===== src/rtl/llc_mem_bridge_pkg.sv =====
// Shared constants and payload types for the llc_core memory-side bridge.
// LINE_W / BEAT_W / BEATS / OFF_W describe the line-to-beat geometry; the
// mem_* structs describe the payloads of the beat-serial memory port.
package llc_mem_bridge_pkg;

    localparam int LINE_ADDR_W = 28;
    localparam int LINE_W      = 128;
    localparam int BEAT_W      = 32;
    localparam int HPROT_W     = 4;
    localparam int BEATS       = LINE_W / BEAT_W;
    localparam int OFF_W       = $clog2(LINE_W / 8);
    localparam int CNT_W       = $clog2(BEATS);
    localparam int MEM_ADDR_W  = LINE_ADDR_W + OFF_W;
    localparam int LEN_W       = 8;

    typedef enum logic [2:0] {
        S_IDLE,
        S_CMD,
        S_WDATA,
        S_WACK,
        S_RDATA,
        S_RSP
    } state_t;

    typedef struct packed {
        logic                  write;
        logic [MEM_ADDR_W-1:0] addr;
        logic [HPROT_W-1:0]    hprot;
        logic [LEN_W-1:0]      len;
    } mem_cmd_t;

    typedef struct packed {
        logic [BEAT_W-1:0] data;
        logic              last;
    } mem_wdata_t;

    typedef struct packed {
        logic [BEAT_W-1:0] data;
        logic              last;
    } mem_rdata_t;

endpackage


===== src/rtl/llc_mem_bridge_if.sv =====
// Bundle of every handshake channel around the bridge: the core's line
// request/response channels plus the memory cmd/wdata/rdata/wack channels.
//   slave  : view used by the bridge (serves core requests, drives memory)
//   master : view used by the environment (core + memory)
interface llc_mem_bridge_if;
    import llc_mem_bridge_pkg::*;

    logic                   llc_mem_req_valid;
    logic                   llc_mem_req_ready;
    logic                   llc_mem_req_hwrite;
    logic [LINE_ADDR_W-1:0] llc_mem_req_addr;
    logic [HPROT_W-1:0]     llc_mem_req_hprot;
    logic [LINE_W-1:0]      llc_mem_req_line;

    logic                   llc_mem_rsp_valid;
    logic                   llc_mem_rsp_ready;
    logic [LINE_W-1:0]      llc_mem_rsp_line;

    logic                   mem_cmd_valid;
    logic                   mem_cmd_ready;
    logic                   mem_cmd_write;
    logic [MEM_ADDR_W-1:0]  mem_cmd_addr;
    logic [HPROT_W-1:0]     mem_cmd_hprot;
    logic [LEN_W-1:0]       mem_cmd_len;

    logic                   mem_wdata_valid;
    logic                   mem_wdata_ready;
    logic [BEAT_W-1:0]      mem_wdata;
    logic                   mem_wdata_last;

    logic                   mem_rdata_valid;
    logic                   mem_rdata_ready;
    logic [BEAT_W-1:0]      mem_rdata;
    logic                   mem_rdata_last;

    logic                   mem_wack_valid;
    logic                   mem_wack_ready;

    modport slave (
        input  llc_mem_req_valid, llc_mem_req_hwrite, llc_mem_req_addr,
               llc_mem_req_hprot, llc_mem_req_line, llc_mem_rsp_ready,
               mem_cmd_ready, mem_wdata_ready, mem_rdata_valid, mem_rdata,
               mem_rdata_last, mem_wack_valid,
        output llc_mem_req_ready, llc_mem_rsp_valid, llc_mem_rsp_line,
               mem_cmd_valid, mem_cmd_write, mem_cmd_addr, mem_cmd_hprot,
               mem_cmd_len, mem_wdata_valid, mem_wdata, mem_wdata_last,
               mem_rdata_ready, mem_wack_ready
    );

    modport master (
        output llc_mem_req_valid, llc_mem_req_hwrite, llc_mem_req_addr,
               llc_mem_req_hprot, llc_mem_req_line, llc_mem_rsp_ready,
               mem_cmd_ready, mem_wdata_ready, mem_rdata_valid, mem_rdata,
               mem_rdata_last, mem_wack_valid,
        input  llc_mem_req_ready, llc_mem_rsp_valid, llc_mem_rsp_line,
               mem_cmd_valid, mem_cmd_write, mem_cmd_addr, mem_cmd_hprot,
               mem_cmd_len, mem_wdata_valid, mem_wdata, mem_wdata_last,
               mem_rdata_ready, mem_wack_ready
    );

endinterface


===== src/rtl/llc_line_serdes.sv =====
// Line buffer plus beat counter. Serialises a latched writeback line into
// beats (beat 0 = LSBs) and assembles returned read beats into a line.
// Ports:
//   clk, rst     clock, synchronous active-high reset
//   load_i       latch line_i into the buffer (request accept)
//   line_i       writeback line from the core
//   clr_i        clear the beat counter (command accept)
//   wr_adv_i     a write beat was accepted, advance the counter
//   rd_push_i    a read beat was accepted, store it and advance the counter
//   rd_beat_i    read beat data
//   wbeat_o      current write beat slice and "counter at last beat" flag
//   line_o       buffer contents (assembled fill line)
module llc_line_serdes
    import llc_mem_bridge_pkg::*;
(
    input  logic              clk,
    input  logic              rst,
    input  logic              load_i,
    input  logic [LINE_W-1:0] line_i,
    input  logic              clr_i,
    input  logic              wr_adv_i,
    input  logic              rd_push_i,
    input  logic [BEAT_W-1:0] rd_beat_i,
    output mem_wdata_t        wbeat_o,
    output logic [LINE_W-1:0] line_o
);

    logic [BEATS-1:0][BEAT_W-1:0] line_q, line_d;
    logic [CNT_W-1:0]             cnt_q, cnt_d;
    logic                         at_last;

    assign at_last = (cnt_q == CNT_W'(BEATS - 1));

    always_comb begin
        line_d = line_q;
        cnt_d  = cnt_q;
        if (load_i)
            line_d = line_i;
        if (rd_push_i)
            line_d[cnt_q] = rd_beat_i;
        // Wrap to 0 only after the final beat so the counter is clean for
        // the next transaction even if BEATS is not a power of two.
        if (clr_i)
            cnt_d = '0;
        else if (wr_adv_i || rd_push_i)
            cnt_d = at_last ? '0 : cnt_q + CNT_W'(1);
    end

    always_ff @(posedge clk) begin
        if (rst) begin
            line_q <= '0;
            cnt_q  <= '0;
        end else begin
            line_q <= line_d;
            cnt_q  <= cnt_d;
        end
    end

    assign wbeat_o.data = line_q[cnt_q];
    assign wbeat_o.last = at_last;
    assign line_o       = line_q;

endmodule


===== src/rtl/llc_mem_bridge.sv =====
// Bridge between llc_core's line-granular memory channel and a beat-serial
// ready/valid memory port. One transaction in flight: writebacks are sent
// as cmd + BEATS write beats and retire silently on the write ack; fills are
// sent as cmd, BEATS read beats are gathered, and the line is returned.
// Ports:
//   clk, rst  clock, synchronous active-high reset
//   bus       all core/memory channels (llc_mem_bridge_if.slave)
//   err       sticky flag: mem_rdata_last disagreed with the beat count
module llc_mem_bridge
    import llc_mem_bridge_pkg::*;
(
    input  logic             clk,
    input  logic             rst,
    llc_mem_bridge_if.slave  bus,
    output logic             err
);

    state_t                 state_q;
    logic                   req_ready_q;
    logic                   cmd_valid_q;
    logic                   wdata_valid_q;
    logic                   wack_ready_q;
    logic                   rdata_ready_q;
    logic                   rsp_valid_q;
    logic                   err_q;
    logic                   hwrite_q;
    logic [LINE_ADDR_W-1:0] addr_q;
    logic [HPROT_W-1:0]     hprot_q;

    logic req_fire, cmd_fire, wdata_fire, wack_fire, rdata_fire, rsp_fire;

    mem_wdata_t        wbeat;
    mem_rdata_t        rbeat;
    mem_cmd_t          cmd;
    logic [LINE_W-1:0] line;

    // All valid/ready outputs are registered, so fires never loop back
    // combinationally into the far side.
    assign req_fire   = bus.llc_mem_req_valid & req_ready_q;
    assign cmd_fire   = cmd_valid_q & bus.mem_cmd_ready;
    assign wdata_fire = wdata_valid_q & bus.mem_wdata_ready;
    assign wack_fire  = bus.mem_wack_valid & wack_ready_q;
    assign rdata_fire = bus.mem_rdata_valid & rdata_ready_q;
    assign rsp_fire   = rsp_valid_q & bus.llc_mem_rsp_ready;

    assign rbeat = '{data: bus.mem_rdata, last: bus.mem_rdata_last};

    llc_line_serdes u_serdes (
        .clk       (clk),
        .rst       (rst),
        .load_i    (req_fire),
        .line_i    (bus.llc_mem_req_line),
        .clr_i     (cmd_fire),
        .wr_adv_i  (wdata_fire),
        .rd_push_i (rdata_fire),
        .rd_beat_i (rbeat.data),
        .wbeat_o   (wbeat),
        .line_o    (line)
    );

    always_ff @(posedge clk) begin
        if (rst) begin
            state_q       <= S_IDLE;
            req_ready_q   <= 1'b1;
            cmd_valid_q   <= 1'b0;
            wdata_valid_q <= 1'b0;
            wack_ready_q  <= 1'b0;
            rdata_ready_q <= 1'b0;
            rsp_valid_q   <= 1'b0;
            err_q         <= 1'b0;
            hwrite_q      <= 1'b0;
            addr_q        <= '0;
            hprot_q       <= '0;
        end else begin
            // The beat count ends a read; a last flag that disagrees with
            // it is only flagged, the transfer carries on regardless.
            if (rdata_fire && (rbeat.last != wbeat.last))
                err_q <= 1'b1;

            case (state_q)
                S_IDLE: if (req_fire) begin
                    hwrite_q    <= bus.llc_mem_req_hwrite;
                    addr_q      <= bus.llc_mem_req_addr;
                    hprot_q     <= bus.llc_mem_req_hprot;
                    req_ready_q <= 1'b0;
                    cmd_valid_q <= 1'b1;
                    state_q     <= S_CMD;
                end
                S_CMD: if (cmd_fire) begin
                    cmd_valid_q <= 1'b0;
                    if (hwrite_q) begin
                        wdata_valid_q <= 1'b1;
                        state_q       <= S_WDATA;
                    end else begin
                        rdata_ready_q <= 1'b1;
                        state_q       <= S_RDATA;
                    end
                end
                S_WDATA: if (wdata_fire && wbeat.last) begin
                    wdata_valid_q <= 1'b0;
                    wack_ready_q  <= 1'b1;
                    state_q       <= S_WACK;
                end
                S_WACK: if (wack_fire) begin
                    wack_ready_q <= 1'b0;
                    req_ready_q  <= 1'b1;
                    state_q      <= S_IDLE;
                end
                S_RDATA: if (rdata_fire && wbeat.last) begin
                    rdata_ready_q <= 1'b0;
                    rsp_valid_q   <= 1'b1;
                    state_q       <= S_RSP;
                end
                S_RSP: if (rsp_fire) begin
                    rsp_valid_q <= 1'b0;
                    req_ready_q <= 1'b1;
                    state_q     <= S_IDLE;
                end
                default: begin
                    req_ready_q   <= 1'b1;
                    cmd_valid_q   <= 1'b0;
                    wdata_valid_q <= 1'b0;
                    wack_ready_q  <= 1'b0;
                    rdata_ready_q <= 1'b0;
                    rsp_valid_q   <= 1'b0;
                    state_q       <= S_IDLE;
                end
            endcase
        end
    end

    assign cmd = '{write: hwrite_q,
                   addr:  {addr_q, {OFF_W{1'b0}}},
                   hprot: hprot_q,
                   len:   LEN_W'(BEATS - 1)};

    assign bus.llc_mem_req_ready = req_ready_q;
    assign bus.llc_mem_rsp_valid = rsp_valid_q;
    assign bus.llc_mem_rsp_line  = line;

    assign bus.mem_cmd_valid   = cmd_valid_q;
    assign bus.mem_cmd_write   = cmd.write;
    assign bus.mem_cmd_addr    = cmd.addr;
    assign bus.mem_cmd_hprot   = cmd.hprot;
    assign bus.mem_cmd_len     = cmd.len;

    assign bus.mem_wdata_valid = wdata_valid_q;
    assign bus.mem_wdata       = wbeat.data;
    assign bus.mem_wdata_last  = wbeat.last;

    assign bus.mem_rdata_ready = rdata_ready_q;
    assign bus.mem_wack_ready  = wack_ready_q;

    assign err = err_q;

endmodule

===== src/flat_wrapper.sv =====
// flat-port wrapper written by rule: the top's interface ports become plain ports
module llc_mem_bridge_flat import llc_mem_bridge_pkg::*;
  (clk, rst, err, bus_llc_mem_req_valid, bus_llc_mem_req_hwrite, bus_llc_mem_req_addr, bus_llc_mem_req_hprot, bus_llc_mem_req_line, bus_llc_mem_rsp_ready, bus_mem_cmd_ready, bus_mem_wdata_ready, bus_mem_rdata_valid, bus_mem_rdata, bus_mem_rdata_last, bus_mem_wack_valid, bus_llc_mem_req_ready, bus_llc_mem_rsp_valid, bus_llc_mem_rsp_line, bus_mem_cmd_valid, bus_mem_cmd_write, bus_mem_cmd_addr, bus_mem_cmd_hprot, bus_mem_cmd_len, bus_mem_wdata_valid, bus_mem_wdata, bus_mem_wdata_last, bus_mem_rdata_ready, bus_mem_wack_ready);
  llc_mem_bridge_if bus_i ();
  input  logic clk;
  input  logic rst;
  output logic err;
  input wire logic [$bits(bus_i.llc_mem_req_valid)-1:0] bus_llc_mem_req_valid;
  input wire logic [$bits(bus_i.llc_mem_req_hwrite)-1:0] bus_llc_mem_req_hwrite;
  input wire logic [$bits(bus_i.llc_mem_req_addr)-1:0] bus_llc_mem_req_addr;
  input wire logic [$bits(bus_i.llc_mem_req_hprot)-1:0] bus_llc_mem_req_hprot;
  input wire logic [$bits(bus_i.llc_mem_req_line)-1:0] bus_llc_mem_req_line;
  input wire logic [$bits(bus_i.llc_mem_rsp_ready)-1:0] bus_llc_mem_rsp_ready;
  input wire logic [$bits(bus_i.mem_cmd_ready)-1:0] bus_mem_cmd_ready;
  input wire logic [$bits(bus_i.mem_wdata_ready)-1:0] bus_mem_wdata_ready;
  input wire logic [$bits(bus_i.mem_rdata_valid)-1:0] bus_mem_rdata_valid;
  input wire logic [$bits(bus_i.mem_rdata)-1:0] bus_mem_rdata;
  input wire logic [$bits(bus_i.mem_rdata_last)-1:0] bus_mem_rdata_last;
  input wire logic [$bits(bus_i.mem_wack_valid)-1:0] bus_mem_wack_valid;
  output wire logic [$bits(bus_i.llc_mem_req_ready)-1:0] bus_llc_mem_req_ready;
  output wire logic [$bits(bus_i.llc_mem_rsp_valid)-1:0] bus_llc_mem_rsp_valid;
  output wire logic [$bits(bus_i.llc_mem_rsp_line)-1:0] bus_llc_mem_rsp_line;
  output wire logic [$bits(bus_i.mem_cmd_valid)-1:0] bus_mem_cmd_valid;
  output wire logic [$bits(bus_i.mem_cmd_write)-1:0] bus_mem_cmd_write;
  output wire logic [$bits(bus_i.mem_cmd_addr)-1:0] bus_mem_cmd_addr;
  output wire logic [$bits(bus_i.mem_cmd_hprot)-1:0] bus_mem_cmd_hprot;
  output wire logic [$bits(bus_i.mem_cmd_len)-1:0] bus_mem_cmd_len;
  output wire logic [$bits(bus_i.mem_wdata_valid)-1:0] bus_mem_wdata_valid;
  output wire logic [$bits(bus_i.mem_wdata)-1:0] bus_mem_wdata;
  output wire logic [$bits(bus_i.mem_wdata_last)-1:0] bus_mem_wdata_last;
  output wire logic [$bits(bus_i.mem_rdata_ready)-1:0] bus_mem_rdata_ready;
  output wire logic [$bits(bus_i.mem_wack_ready)-1:0] bus_mem_wack_ready;
  assign bus_i.llc_mem_req_valid = bus_llc_mem_req_valid;
  assign bus_i.llc_mem_req_hwrite = bus_llc_mem_req_hwrite;
  assign bus_i.llc_mem_req_addr = bus_llc_mem_req_addr;
  assign bus_i.llc_mem_req_hprot = bus_llc_mem_req_hprot;
  assign bus_i.llc_mem_req_line = bus_llc_mem_req_line;
  assign bus_i.llc_mem_rsp_ready = bus_llc_mem_rsp_ready;
  assign bus_i.mem_cmd_ready = bus_mem_cmd_ready;
  assign bus_i.mem_wdata_ready = bus_mem_wdata_ready;
  assign bus_i.mem_rdata_valid = bus_mem_rdata_valid;
  assign bus_i.mem_rdata = bus_mem_rdata;
  assign bus_i.mem_rdata_last = bus_mem_rdata_last;
  assign bus_i.mem_wack_valid = bus_mem_wack_valid;
  assign bus_llc_mem_req_ready = bus_i.llc_mem_req_ready;
  assign bus_llc_mem_rsp_valid = bus_i.llc_mem_rsp_valid;
  assign bus_llc_mem_rsp_line = bus_i.llc_mem_rsp_line;
  assign bus_mem_cmd_valid = bus_i.mem_cmd_valid;
  assign bus_mem_cmd_write = bus_i.mem_cmd_write;
  assign bus_mem_cmd_addr = bus_i.mem_cmd_addr;
  assign bus_mem_cmd_hprot = bus_i.mem_cmd_hprot;
  assign bus_mem_cmd_len = bus_i.mem_cmd_len;
  assign bus_mem_wdata_valid = bus_i.mem_wdata_valid;
  assign bus_mem_wdata = bus_i.mem_wdata;
  assign bus_mem_wdata_last = bus_i.mem_wdata_last;
  assign bus_mem_rdata_ready = bus_i.mem_rdata_ready;
  assign bus_mem_wack_ready = bus_i.mem_wack_ready;
  llc_mem_bridge u_core (.clk(clk), .rst(rst), .bus(bus_i), .err(err));
endmodule

===== config.mk =====
export PLATFORM = sky130hd
export DESIGN_NAME = llc_mem_bridge_flat
export DESIGN_NICKNAME = d
export VERILOG_FILES = /design/src/rtl/llc_mem_bridge_pkg.sv /design/src/rtl/llc_mem_bridge_if.sv /design/src/rtl/llc_line_serdes.sv /design/src/rtl/llc_mem_bridge.sv /design/src/flat_wrapper.sv
export SDC_FILE = /design/constraint.sdc
export NUM_CORES = 1
export LEC_CHECK = 0
export BUFFER_PORTS_ARGS = -buffer_cell sky130_fd_sc_hd__clkbuf_2
export CORE_ASPECT_RATIO = 0.7
export CORE_MARGIN = 1.5
export CORE_UTILIZATION = 37
export DETAILED_ROUTE_END_ITERATION = 7
export PLACE_DENSITY = 0.66
export SYNTH_ARGS = -nofsm -noshare
export SYNTH_HDL_FRONTEND = slang
export SYNTH_SLANG_ARGS = --single-unit

===== constraint.sdc =====
create_clock -name clk -period 2.1 [get_ports clk]
set_input_delay 0.42 -clock clk [delete_from_list [all_inputs] [get_ports clk]]
set_output_delay 0.42 -clock clk [all_outputs]
set_load 0.05 [all_outputs]

# == Yosys cells after proc, flatten, opt, wreduce, memory -nomap -nowiden ==
# Cells that the tools add are included.
# op_classes
n_eq_ne,15
n_lt_le_gt_ge,2
bitwise_logic,12
n_reduce_logical,21
n_addsub,1
n_mux,37
# ops
cell,count
128-bit two-way mux,2
128-bit bitwise mux,1
32-bit binary-select mux with 2-bit select,1
32-bit demux with 2-bit select,1
32-bit two-way mux,2
3-bit two-way mux,7
4-bit OR reduction,5
3-bit one-hot mux with 6 select lines,1
1-bit two-way mux,15
1-bit one-hot mux with 3 select lines,5
2-bit by 1-bit inequality test with 1-bit output (second input constant),7
4-bit AND reduction,3
3-bit AND reduction,3
1-bit bitwise AND,6
3-bit by 2-bit equality test with 1-bit output (second input constant),2
3-bit equality test (second input constant),2
1-bit NOT,6
6-bit AND reduction,1
1-bit logical AND,4
1-bit one-hot mux with 4 select lines,1
3-bit by 1-bit equality test with 1-bit output (second input constant),1
3-bit logical NOT,1
2-bit by 3-bit < comparator with 1-bit output (second input constant),1
3-bit OR reduction,1
9 further kinds,9
# totals
regBits,173
elab_cells,104
out_inout_bits,213

# == Logic depth before layout (Yosys ltp) ==
# logic_depth
word_depth,6
ltp_mapped,8

# == Modules after synthesis ==
# A second synthesis with hierarchy kept.
# unflattened
hier_cells,862
hier_area_um2,8553.2
# modules_own_cells
module,area_each_um2,instances,seq_area_each_um2,cells_per_inst
llc_line_serdes,6698.9,1,2602.5,624
llc_mem_bridge,1854.3,1,860.8,238

# == Worst setup path before layout ==
# OpenSTA, ideal clock, no wires.
# synth_timing
path_type,register to output
startpoint,register u_core.u_serdes.cnt_q[0]
endpoint,output port bus_mem_wdata[10]
stages_incl_launch_ff,4
path_slack_ns,0.231
required_ns,1.680
arrival_ns,1.449
path_cell_list,dfxtp_1 > buf_2 > buf_4 > mux4_2
# synth_via
elab_chain_cells,2
# synth_rtl
item,line,text
start: declaration,llc_line_serdes.sv:29,"logic [CNT_W-1:0] cnt_q, cnt_d;"
start signal: assignment,llc_line_serdes.sv:55,cnt_q <= cnt_d;
32-bit binary-select mux with 2-bit select,llc_line_serdes.sv:59,assign wbeat_o.data = line_q[cnt_q];
32-bit two-way mux (not written as such),llc_line_serdes.sv:59,
end: declaration,flat_wrapper.sv:29,output wire logic [$bits(bus_i.mem_wdata)-1:0] bus_mem_wdata;
# Every way passes these cells. The select of a mux whose other input is x is not followed.

# == Final worst setup path ==
# layout_timing
startpoint,register u_core.u_serdes.cnt_q[0]
endpoint,output port bus_mem_wdata[24]
# The elaborated chain is that of the path after synthesis.

==> flow_summary.yaml <==
floorplanning:
  start_util: 0.375
  fp-row-count: 46
  io_pins: 415
  fp.dieW_um: 184
  die_h_um: 129
  dieArea_mm2: 0.0238
  coreArea_mm2: 0.0225
synth:
  yosys_warnings: 0
  synth_area_mm2: 0.00845
  syn_inst: 1007
  ys_seq_elements: 173
  yosysSeqAreaShare: 0.410
  synth_flop_cell: "dfxtp_1"
  postSynth.asyncResetShare: 0
  yosysTopAreaCell: "dfxtp_1"
  synth_cell_types: 43
  synthTopCellsByArea: "dfxtp_1 (41%), a311oi_1 (13%), nand2_1 (8.9%), mux4_2 (8.5%), nand3_1 (7.8%)"
  netlist.area_leader.share: 0.410
  avgSynthCellArea_um2: 8.39
  synth_edf_count: 0
route:
  first_iter_violations: 1002
  drtPass1Iterations: 6
  drc: 0
  post_drt_via_cell_ratio: 5.55
  ant_nets: 0
  totalWireLength_mm: 32.4
  wire_per_inst_um: 19.3
  num_vias: 9337
power_and_ir_drop:
  p_seq_frac: 0.375
  clkPwrFrac: 0.322
  ir_worst_vdd_uv: 542
  p_leak_nw: 5.12
  total_power_w: 0.0102
  p_sw_w: 0.00394
  switching_share: 0.385
  pwr-share-comb: 0.302
  p_int_w: 0.00630
  p_per_area_mw_per_mm2: 872
setup_path:
  cp_max_fo: 7
  worstSetupStartpointType: "flip-flop"
  cp.required_ns: 1.68
  endpoint_kind: "output port"
  worstSetupPathType: "flip-flop to output port"
  critPathArrivalTime_ns: 1.78
global_route:
  grt_pass1_vias: 8628
  grt_overflow: 0
  antenna_found_initial: 1
  grt_max_degree: 84
  grt_pass1_wl_mm: 48.6
  track_usage: 0.261
final_layout:
  final_area_mm2: 0.0118
  finalNonFillerCells: 1681
  area_delta_synth_final_pct: 39.2
  fillers: 2139
  nets: 1561
  drive_gt1_frac: 0.376
place:
  gp_congestion: 0.868
  place_hpwl_mm: 22.4
  dpl_cell_area_mm2: 0.0107
  port_buffers: 402
  dp_cells: 1643
sta:
  rsz0062_at_grt: "yes"
  fin_crit_ns: 2.20
  worst_slack_ns: -0.0993
  hold_slack_ns: 0.199
  worstMarginPinSlew_ns: 0.548
  fmax_mhz: 455
  period_share: 1.05
  slew_headroom: 0.635
  skew_ns: 0.0230
  setup_tns_ns: -1.97
  hold_viol: 0
  finalSetupViolations: 32
  drv_slew: 0
clocking:
  insertion_delay_ns: 0.44
  cts_buffer_depth: 2
  cts_tree: "done"
  numCtsBuffers: 17
  htree_levels: 4
  clkTransAtPathRegs_ns: 0.08
  cts_root_buf: "clkbuf_16"
  cts_sinks: 173
outcome:
  outcome: "finished, violations left"
  violations: "setup timing"
hold_path:
  hp-class: "primary input to flip-flop"
job:
  maxCapViolations: 0
==> logic make-up (layout without fill, tap and decap cells) <==
family          after synthesis  in the layout  synth area share
simple gates                481            481             0.241
compound gates              191            191             0.178
flops                       173            173             0.410
buf+inv                     121            472            0.0757
mux                          34             34            0.0877
fa+ha+maj                     4              4           0.00592
other cells                   2             13          0.000889
xor+xnor                      1              1           0.00104
==> synth_stat cells, types with 3 or more instances <==
| cell type | count |
|---|---|
| inv_1 | 4 |
| nand3_1 | 131 |
| buf_4 | 27 |
| buf_2 | 61 |
| dfxtp_1 | 173 |
| o21ai_0 | 5 |
| ha_1 | 4 |
| nand2_1 | 201 |
| clkbuf_1 | 24 |
| nand2_4 | 3 |
| a211oi_1 | 3 |
| nand2b_1 | 3 |
| a311oi_1 | 128 |
| a21oi_1 | 41 |
| nor2_1 | 133 |
| buf_1 | 4 |
| mux4_2 | 32 |
==> cell usage in the layout, fill, tap and decap left out, drive strengths merged, types with 2 or more instances in the layout <==
cell / netlist / routed
o21ai: 5 / 5
o21ba: 2 / 2
buf: 93 / 67
nand2b: 3 / 3
clkinv: 0 / 3
conb: 2 / 12
a311oi: 128 / 128
a21oi: 42 / 42
bufinv: 0 / 2
mux2i: 2 / 2
nor2: 133 / 133
clkbuf: 24 / 389
ha: 4 / 4
inv: 4 / 10
nand2: 204 / 204
nor4: 2 / 2
nand3: 131 / 131
mux4: 32 / 32
and2: 2 / 2
a211oi: 4 / 4
dfxtp: 173 / 173
==> path summary, 6_finish.rpt <==
check	end	startpoint	depth (start not counted)	slack (ns)
worst min register to register	u_core.addr_q[19]$_SDFFE_PP0P_	u_core.addr_q[19]$_SDFFE_PP0P_	2	0.45
worst min-delay path	u_core.addr_q[23]$_SDFFE_PP0P_	bus_llc_mem_req_addr[23]	3	0.20
worst max register to register	u_core.u_serdes.line_o[43]$_SDFF_PP0_	u_core.u_serdes.cnt_q[0]$_SDFFE_PP0P_	8	0.18
worst max-delay path	bus_mem_wdata[24]	u_core.u_serdes.cnt_q[0]$_SDFFE_PP0P_	3	-0.1
==> metrics by stage <==
| step | utilization | setup slack, ns |
|---|---|---|
| CTS | 0.522 | -0.143 |
| floorplan | - | 0.231 |
| finish | 0.523 | -0.0993 |
| global placement | 0.478 | 0.273 |
| detailed placement | 0.478 | 0.253 |
| global route | 0.523 | -0.156 |
==> repair_timing <==
action                                 4_1_cts  5_1_grt
hold buffers                                 0        0
endpoints found under the hold margin        0        0
gates cloned                                 2        1
resized for setup                           70       33
setup buffers                                4        0
setup endpoints to repair                   32       36
==> metal layers <==
metal  track usage  up-vias  part of all wire
met4        0.0897        0             0.021
met2         0.413      536              0.46
met5             0        -                 0
met3        0.0503       58             0.087
li1              -     4320                 -
met1         0.359     4423              0.43
==> sequential cells by signal, indices dropped and copies added, names as in the netlist <==
name                          count
u_core.bus.mem_cmd_hprot          4
u_core.bus.llc_mem_rsp_valid      1
u_core.u_serdes.line_o          128
u_core.bus.mem_wack_ready         1
u_core.state_q                    3
u_core.bus.mem_wdata_valid        1
u_core.addr_q                    28
u_core.bus.mem_cmd_valid          1
u_core.u_serdes.cnt_q             2
u_core.bus.llc_mem_req_ready      1
u_core.bus.mem_cmd_write          1
u_core.bus.mem_rdata_ready        1
u_core.err                        1
==> area by class of cell <==
| cell class | instances | area, µm² | area share |
|---|---|---|---|
| inverter | 4 | 15.0 | 0.00128 |
| antenna | 1 | 2.50 | 0.000213 |
| sequential | 173 | 3470 | 0.295 |
| tap | 312 | 390 | 0.0332 |
| multi-input combinational | 723 | 4410 | 0.375 |
| clock inverter | 12 | 151 | 0.0129 |
| clock buffer | 20 | 447 | 0.0380 |
| timing repair buffer | 436 | 2870 | 0.244 |
==> critical path: stages, from the launching register on <==
cell       delay, ns
dfxtp_4         0.43
clkbuf_16       0.20
mux4_2          0.53
buf_8           0.17
==> power groups by stage <==
| stage | clock (W) | combinational [W] | sequential (W) |
|---|---|---|---|
| after CTS | 0.00336 | 0.00306 | 0.00384 |
| after global placement | 0 | 0.00292 | 0.00390 |
| after global routing | 0.00347 | 0.00327 | 0.00388 |
| final | 0.00330 | 0.00310 | 0.00385 |
| after detailed placement | 0 | 0.00294 | 0.00391 |
| after floorplan | 0 | 0.00121 | 0.00478 |
(Power assumes the default switching activity.)
